### src/rtl/wb_queue_pkg.sv
// Shared core definitions for the write-back queue.
//   CORE_XLEN  : register data width
//   REG_W      : register-address width
//   CORE_DEPTH : default number of pending-write entries
//   wb_entry_t : one pending register write {rd, wd}
package wb_queue_pkg;

  localparam int CORE_XLEN  = 32;
  localparam int REG_W      = 5;
  localparam int CORE_DEPTH = 4;

  typedef struct packed {
    logic [REG_W-1:0]     rd;
    logic [CORE_XLEN-1:0] wd;
  } wb_entry_t;

endpackage

### src/rtl/wb_queue_fwd.sv
// Youngest-match forwarding search over the pending-write ring.
// Purely combinational; one instance per register-file read port.
//   entries : ring storage (all slots, valid or not)
//   head    : index of the oldest pending entry
//   count   : number of pending entries
//   rs      : lookup register address (0 never hits)
//   hit     : some pending entry targets rs
//   data    : data of the youngest such entry, 0 on miss
module wb_queue_fwd
  import wb_queue_pkg::*;
#(
  parameter int DEPTH = CORE_DEPTH,
  parameter int XLEN  = CORE_XLEN
) (
  input  wb_entry_t                 entries [DEPTH],
  input  logic [$clog2(DEPTH)-1:0]  head,
  input  logic [$clog2(DEPTH):0]    count,
  input  logic [REG_W-1:0]          rs,
  output logic                      hit,
  output logic [XLEN-1:0]           data
);

  localparam int PTR_W = $clog2(DEPTH);
  localparam int CNT_W = PTR_W + 1;

  logic [PTR_W-1:0] idx;

  // Walk from oldest to youngest; a later match overrides an earlier one,
  // so the value left behind belongs to the entry closest to the tail.
  // The index wraps naturally because DEPTH is a power of two.
  always_comb begin
    hit  = 1'b0;
    data = '0;
    idx  = head;
    for (int i = 0; i < DEPTH; i++) begin
      idx = head + PTR_W'(i);
      if ((CNT_W'(i) < count) && (rs != '0) && (entries[idx].rd == rs)) begin
        hit  = 1'b1;
        data = entries[idx].wd;
      end
    end
  end

endmodule

### src/rtl/wb_queue.sv
// Write-back queue: buffers register writes in order and drains them to the
// register file when permitted, with two forwarding lookup ports that see
// the youngest pending value of a register.
//   clk, rst          : clock, asynchronous active-high reset
//   in_valid/in_ready : producer handshake; in_rd/in_wd carry the write
//   drain_en          : allows the head entry to retire this cycle
//   we/rd/wd          : register-file write port (head entry)
//   rs1/rs2           : forwarding lookup addresses
//   fwdN_hit/data     : forwarding results
//   count/empty/full  : occupancy
module wb_queue
  import wb_queue_pkg::*;
#(
  parameter int DEPTH = CORE_DEPTH,
  // Must match the core data width carried by wb_entry_t.
  parameter int XLEN  = CORE_XLEN
) (
  input  logic                     clk,
  input  logic                     rst,
  input  logic                     in_valid,
  output logic                     in_ready,
  input  logic [REG_W-1:0]         in_rd,
  input  logic [XLEN-1:0]          in_wd,
  input  logic                     drain_en,
  output logic                     we,
  output logic [REG_W-1:0]         rd,
  output logic [XLEN-1:0]          wd,
  input  logic [REG_W-1:0]         rs1,
  input  logic [REG_W-1:0]         rs2,
  output logic                     fwd1_hit,
  output logic [XLEN-1:0]          fwd1_data,
  output logic                     fwd2_hit,
  output logic [XLEN-1:0]          fwd2_data,
  output logic [$clog2(DEPTH):0]   count,
  output logic                     empty,
  output logic                     full
);

  localparam int PTR_W = $clog2(DEPTH);
  localparam int CNT_W = PTR_W + 1;

  logic [PTR_W-1:0] head;
  logic [PTR_W-1:0] tail;
  logic [CNT_W-1:0] cnt;
  wb_entry_t        mem [DEPTH];

  logic push_fire;
  logic push_en;
  logic pop;

  // Occupancy and handshake
  assign empty    = (cnt == '0);
  assign full     = (cnt == CNT_W'(DEPTH));
  assign count    = cnt;
  assign in_ready = !full;

  // A write to x0 completes the handshake but is never stored.
  assign push_fire = in_valid && in_ready;
  assign push_en   = push_fire && (in_rd != '0);

  // Register-file port is driven straight from the head slot; the address
  // and data are forced to zero when nothing is pending so stale storage
  // never shows up on the port.
  assign we  = !empty && drain_en;
  assign pop = we;
  assign rd  = empty ? '0 : mem[head].rd;
  assign wd  = empty ? '0 : mem[head].wd;

  // Control state: pointers and occupancy. Both pointers may advance on the
  // same edge, which leaves the occupancy unchanged.
  always_ff @(posedge clk or posedge rst) begin
    if (rst) begin
      head <= '0;
      tail <= '0;
      cnt  <= '0;
    end else begin
      if (push_en) tail <= tail + PTR_W'(1);
      if (pop)     head <= head + PTR_W'(1);
      if (push_en && !pop)      cnt <= cnt + CNT_W'(1);
      else if (!push_en && pop) cnt <= cnt - CNT_W'(1);
    end
  end

  // Entry storage is not reset: validity is defined by head/count alone.
  always_ff @(posedge clk) begin
    if (push_en) begin
      mem[tail] <= '{rd: in_rd, wd: in_wd};
    end
  end

  // Lookups see only registered state, so a write being pushed this cycle
  // is invisible and one being popped this cycle is still visible.
  wb_queue_fwd #(
    .DEPTH (DEPTH),
    .XLEN  (XLEN)
  ) u_fwd1 (
    .entries (mem),
    .head    (head),
    .count   (cnt),
    .rs      (rs1),
    .hit     (fwd1_hit),
    .data    (fwd1_data)
  );

  wb_queue_fwd #(
    .DEPTH (DEPTH),
    .XLEN  (XLEN)
  ) u_fwd2 (
    .entries (mem),
    .head    (head),
    .count   (cnt),
    .rs      (rs2),
    .hit     (fwd2_hit),
    .data    (fwd2_data)
  );

endmodule

### config.mk
export PLATFORM = sky130hd
export DESIGN_NAME = wb_queue
export DESIGN_NICKNAME = d
export VERILOG_FILES = /design/src/rtl/wb_queue_pkg.sv /design/src/rtl/wb_queue_fwd.sv /design/src/rtl/wb_queue.sv
export SDC_FILE = /design/constraint.sdc
export NUM_CORES = 1
export LEC_CHECK = 0
export ABC_CLOCK_PERIOD_IN_PS = 3900
export CAP_MARGIN = 10
export CORE_ASPECT_RATIO = 0.75
export CORE_MARGIN = 1
export CORE_UTILIZATION = 40
export DETAILED_ROUTE_END_ITERATION = 8
export GPL_TIMING_DRIVEN = 1
export SLEW_MARGIN = 5
export SYNTH_ARGS = -nofsm -noshare
export SYNTH_HDL_FRONTEND = slang
export SYNTH_SLANG_ARGS = --single-unit
### constraint.sdc
create_clock -name clk -period 3.9 [get_ports clk]
set_input_delay 0.78 -clock clk [delete_from_list [all_inputs] [get_ports clk]]
set_output_delay 0.78 -clock clk [all_outputs]
set_load 0.03 [all_outputs]
[After elaboration in Yosys (flattened, before gate mapping)]
Cells that the tools add are included.
Word-level totals
  register bits after elaboration: 155
  output and inout port bits: 110
Cells by class
  mux-type cells: 35
  order comparisons: 10
  bitwise gates (word level): 5
  reductions and logical operators: 31
  add/sub/neg operators: 6
  equality and inequality tests: 9
Operators by type and width (number)
  two-way mux 37 bit: 9
  binary-select mux 37 bit (select 2 bit): 4
  two-way mux 32 bit: 9
  bitwise mux 148 bit: 1
  demux 37 bit (select 2 bit): 1
  equality test 5 bit: 8
  logical AND 1 bit: 22
  greater-or-equal comparator 3 bit (second input constant): 5
  NOT 2 -> 3 bit: 5
  nonzero test 5 bit: 3
  two-way mux 1 bit: 8
  < comparator 1 x 3 -> 1 bit (first input constant): 2
  < comparator 2 x 3 -> 1 bit (first input constant): 2
  two-way mux 3 bit: 2
  two-way mux 5 bit: 1
  adder 2 x 1 -> 2 bit (second input constant): 2
  adder 2 bit (second input constant): 2
  zero test 1 bit: 4
  adder 3 x 1 -> 3 bit (second input constant): 1
  equality test 3 bit (second input constant): 1
  zero test 3 bit: 1
  < comparator 3 x 1 -> 1 bit (second input constant): 1
  subtractor 3 x 1 -> 3 bit (second input constant): 1
  nonzero test 2 bit: 1

[Depth between registers and ports, before layout]
  word-level depth: 10
  depth in mapped cells: 12
  gate-level depth less buffers: 8

[Hierarchy]
From an unflattened synthesis, not the netlist that was laid out.
Unflattened totals
  cell total of the unflattened synthesis: 1292
  area, all modules: 14873.0 um^2
Modules (own cells, without submodules)
  wb_queue_fwd: cells an instance 510, seq. area each 0.0 um^2, area an instance 4420.5 um^2, times used 2
  wb_queue: cells an instance 272, seq. area each 4619.4 um^2, area an instance 6032.0 um^2, times used 1

[Least setup slack after synthesis]
Ideal clock, no wire load.
  kind: input to output
  from: input rs2[1]
  to: output fwd2_data[10]
  data arrival time: 3113 ps
  path slack: 7 ps
  data required time: 3120 ps
  stages on the path: 9
  path buffers: 3
  cells stage by stage: clkbuf_1 or4_1 nor2_1 nor3_1 o211ai_1 buf_2 buf_1 mux2i_1 o21ai_1
Between the ends
  longest elaborated chain between the ends: 7
RTL lines
  from (decl): RTL line wb_queue.sv:29  | input logic [REG_W-1:0] rs2,
  nonzero test 5 bit: RTL line wb_queue_fwd.sv:37  | if ((CNT_W'(i) < count) && (rs != '0) && (entries[idx].rd == rs)) begin
  logical AND 1 bit (2 in a row): RTL line wb_queue_fwd.sv:37
  two-way mux 32 bit (3 in a row): RTL line wb_queue_fwd.sv:37
  two-way mux 32 bit *: RTL line wb_queue_fwd.sv:37
  to (decl): RTL line wb_queue.sv:33  | output logic [XLEN-1:0] fwd2_data,
Every way passes the cells marked *; elsewhere a longest branch is shown, timed or not.

[Final worst setup path]
  from: register head[0]
  to: output fwd1_data[4]
Between the ends
  longest elaborated chain between the ends: 10
RTL lines
  from (decl): RTL line wb_queue.sv:42  | logic [PTR_W-1:0] head;
  from (signal assigned): RTL line wb_queue.sv:78  | if (pop) head <= head + PTR_W'(1);
  adder 2 x 1 -> 2 bit or NOT 2 -> 3 bit (tied branches): RTL line wb_queue_fwd.sv:36, wb_queue_fwd.sv:37, wb_queue_fwd.sv:39
  NOT 2 -> 3 bit (not written as such) or binary-select mux 37 bit (select 2 bit) (tied branches): RTL line wb_queue_fwd.sv:37, wb_queue_fwd.sv:39
  binary-select mux 37 bit (select 2 bit) or two-way mux 37 bit (tied branches): RTL line wb_queue_fwd.sv:37, wb_queue_fwd.sv:39
  two-way mux 37 bit (not written as such): RTL line wb_queue_fwd.sv:39  | data = entries[idx].wd;
  two-way mux 37 bit (not written as such) or equality test 5 bit (tied branches): RTL line wb_queue_fwd.sv:37
  equality test 5 bit or logical AND 1 bit (tied branches): RTL line wb_queue_fwd.sv:37
  logical AND 1 bit or two-way mux 32 bit (tied branches): RTL line wb_queue_fwd.sv:37
  two-way mux 32 bit (2 in a row): RTL line wb_queue_fwd.sv:37
  two-way mux 32 bit *: RTL line wb_queue_fwd.sv:37
  to (decl): RTL line wb_queue.sv:31  | output logic [XLEN-1:0] fwd1_data,
Every way passes the cells marked *; elsewhere a longest branch is shown, timed or not. The select of a mux whose other input is x is not followed.

==> reports/results.ini <==
[sta]
setup_viol=64
fmax_mhz=236
period_share_pct=109
slew_violations=0
max-slew-margin-rel_pct=52.5
finClkSkew_ps=7.58
worst_slew_pin_slew_ps=713
rsz0062_at_grt=true
final_hold_viol_count=0
period_needed_ps=4230
finalSetupTns_ps=-17090
fin_ws_ps=-332

[floorplanning]
core_area_um2=27100
start_util_pct=40.8
io_pins=161
die_y_um=146
std_cell_rows=52
dieArea_um2=28300
die-width_um=194

[synth]
ys_types=47
synth_top_family_by_area=multiplexers
ys.flop_type=edfxtp_1
yosysTopAreaCellShare_pct=40.3
synthMuxAreaShare_pct=23.3
syn_area_um2=11000
synth_compound_area_share_pct=14.9
synth_top_area_cell=edfxtp_1
synth-xor-area-share_pct=4.29
synth_fa_ha_area_share_pct=1.02
synthSimpleGateAreaFrac_pct=10.6
yosys_warnings=0
ys_ff_latch=155
syn_avg_cell_area_um2=10.6
synth_area_leaders=edfxtp_1 (40%), mux2i_1 (10%), mux2_2 (6.3%), mux4_2 (4.1%), a21oi_1 (3.3%)
ys_seq_area_share_pct=41.9
synth_edf_count=148
netlist_instances=1041
synthArstFlopShare_pct=4.52
synth_nets=1101

[cells_and_area]
design_area_um2=16000
final_cells=1631
fin_nets=1326
area.growth.synth_to_final_pct=44.5
fin_util_pct=58.9
layout-drive-gt1-share_pct=38.4

[clock_tree]
cts_buffers=17
clock_path_buffers=2
tritoncts=done
htreeDepth=4
postCtsHoldBufs=0
cts-root-buf=clkbuf_16
clk_latency_ps=440
clkTransAtPathRegs_ps=60
clock-sinks=155

[setup_path]
rrSetupSlack_ps=1280
cp.required_ps=3120
cp-start-kind=flip-flop
cp-end-kind=output pin
path_class=reg2out
path_max_fanout=5
critPathArrivalTime_ps=3450

[placement]
dp.cells=1558
io_buffers=160
placedInstanceArea_um2=13400
dp_hpwl_um=22700
gp_congestion=0.935

[drt]
avgRoutedWirePerCell_um=21.1
via_per_inst=5.67
route.detailed.drc=0
drt-total-wl_um=34400
first_iter_violations=772
num_vias=9246
dr.pass1.iters=5
ant_nets=0

[power]
cellLeakagePower_nw=6.21
power.density_nw_per_um2=879
max-vdd-ir-drop_uv=593

[grt]
grt_max_degree=78
gr-total-overflow=0
grt_pass1_wl_um=52800
grt_pass1_vias=9304
antenna_found_initial=3
gr-usage-all-layers_pct=24.3

[run]
drv_cap=0

[status]
violations=setup timing
status=finished with violations

[hold_path]
hold_class=reg2reg

-- per-layer routing --
| layer | vias up | wire length [um] | global-route usage, % |
|---|---|---|---|
| li1 | 4336 | - | - |
| met1 | 4554 | 16300 | 34.3 |
| met2 | 315 | 15400 | 37.7 |
| met3 | 37 | 2160 | 4.94 |
| met4 | 4 | 512 | 7.08 |
| met5 | - | 27 | 0 |
-- flip-flops by register name (all words and copies together) (netlist names) --
signal,cells
mem,148
count,3
head,2
tail,2
-- metrics by stage --
step | hold slack (ps) | total power, mW | setup WS, ps
final | 599 | 14.0 | -332
after global routing | 639 | 14.7 | -424
after CTS | 608 | 13.6 | -384
after detailed placement | 597 | 10.6 | -297
after global placement | 567 | 10.5 | -284
after floorplan | 580 | 7.92 | 6.54
-- path summary, 6_finish.rpt --
kind / start / endpoint / cells after the start
min in group asynchronous: rst / count[0] / 2
worst min register to register: count[2] / count[2] / 1
max in group asynchronous: rst / head[1] / 2
worst max register to register: count[0] / mem[140] / 6
worst min-delay path: count[2] / count[2] / 1
worst max-delay path: head[0] / fwd1_data[4] / 12
-- synthesized netlist by cell type (2+ instances only) --
| cell | instances |
|---|---|
| edfxtp_1 | 148 |
| mux2i_1 | 112 |
| nand2_1 | 85 |
| nor2_1 | 79 |
| a21oi_1 | 72 |
| o21ai_0 | 67 |
| mux2_2 | 62 |
| clkbuf_1 | 48 |
| and2_1 | 38 |
| xnor2_1 | 36 |
| o21ai_1 | 31 |
| o22a_1 | 28 |
| mux2_1 | 27 |
| buf_2 | 22 |
| mux4_2 | 20 |
| nand2_2 | 20 |
| o221ai_2 | 20 |
| xor2_1 | 18 |
| nor3_1 | 14 |
| buf_1 | 13 |
| inv_1 | 13 |
| ha_1 | 9 |
| o221ai_1 | 9 |
| dfrtp_1 | 7 |
| nor4_1 | 5 |
| nand3_1 | 4 |
| o22ai_1 | 4 |
| buf_6 | 3 |
| o21a_1 | 3 |
| or3_1 | 3 |
| or4_1 | 3 |
| a211o_1 | 2 |
| nand4_1 | 2 |
-- what timing repair did --
action	in CTS	in global routing
endpoints found under the setup margin	84	76
cloned	5	0
buffers inserted	35	6
pin swaps	59	23
gates resized for setup	258	85
-- cells in the final DEF (no fill, tap or decap), types with 27 or more instances in the layout --
cell / count
edfxtp_1: 148
mux2i_1: 97
buf_6: 92
buf_4: 85
nand2_1: 75
nor2_1: 73
mux2_2: 65
clkdlybuf4s50_1: 65
o21ai_0: 64
a21oi_1: 61
and2_1: 34
o22a_1: 28
xnor2_1: 27
buf_12: 27
-- where the power goes --
part           internal [mW]  switching (mW)
Clock                   1.01           0.693
Sequential              2.21           0.205
Combinational           4.20            5.70
Total                   7.41            6.60
-- worst max-delay path, stage by stage, from the launching register on --
cell      delay, ps
dfrtp_4         490
buf_6           150
buf_6           120
mux4_2          460
buf_6           140
xor2_1          150
or4_4           530
a211oi_4        310
buf_6           200
buf_12          160
nand2_2          60
o221ai_2         70
buf_6           170
-- logic make-up after synthesis --
kind of cell | count (synthesis)
adders and majority gates | 9
AOI/OAI and AO/OA | 246
DFF | 155
xor gates and xnor gates | 54
and+or+nand+nor | 255
buffers and inverters | 101
muxes | 221
-- cell type report --
class                           count  area [um^2]
Tap cell                          351          439
Timing Repair Buffer              293         3220
Clock buffer                       18          429
Clock inverter                     13          168
Inverter                           13         50.0
Fill cell                        2133        11100
Multi-Input combinational cell    786         7020
Sequential cell                   155         4630
Antenna cell                        2         5.00
Note: power is estimated with default switching activity, not from simulation.
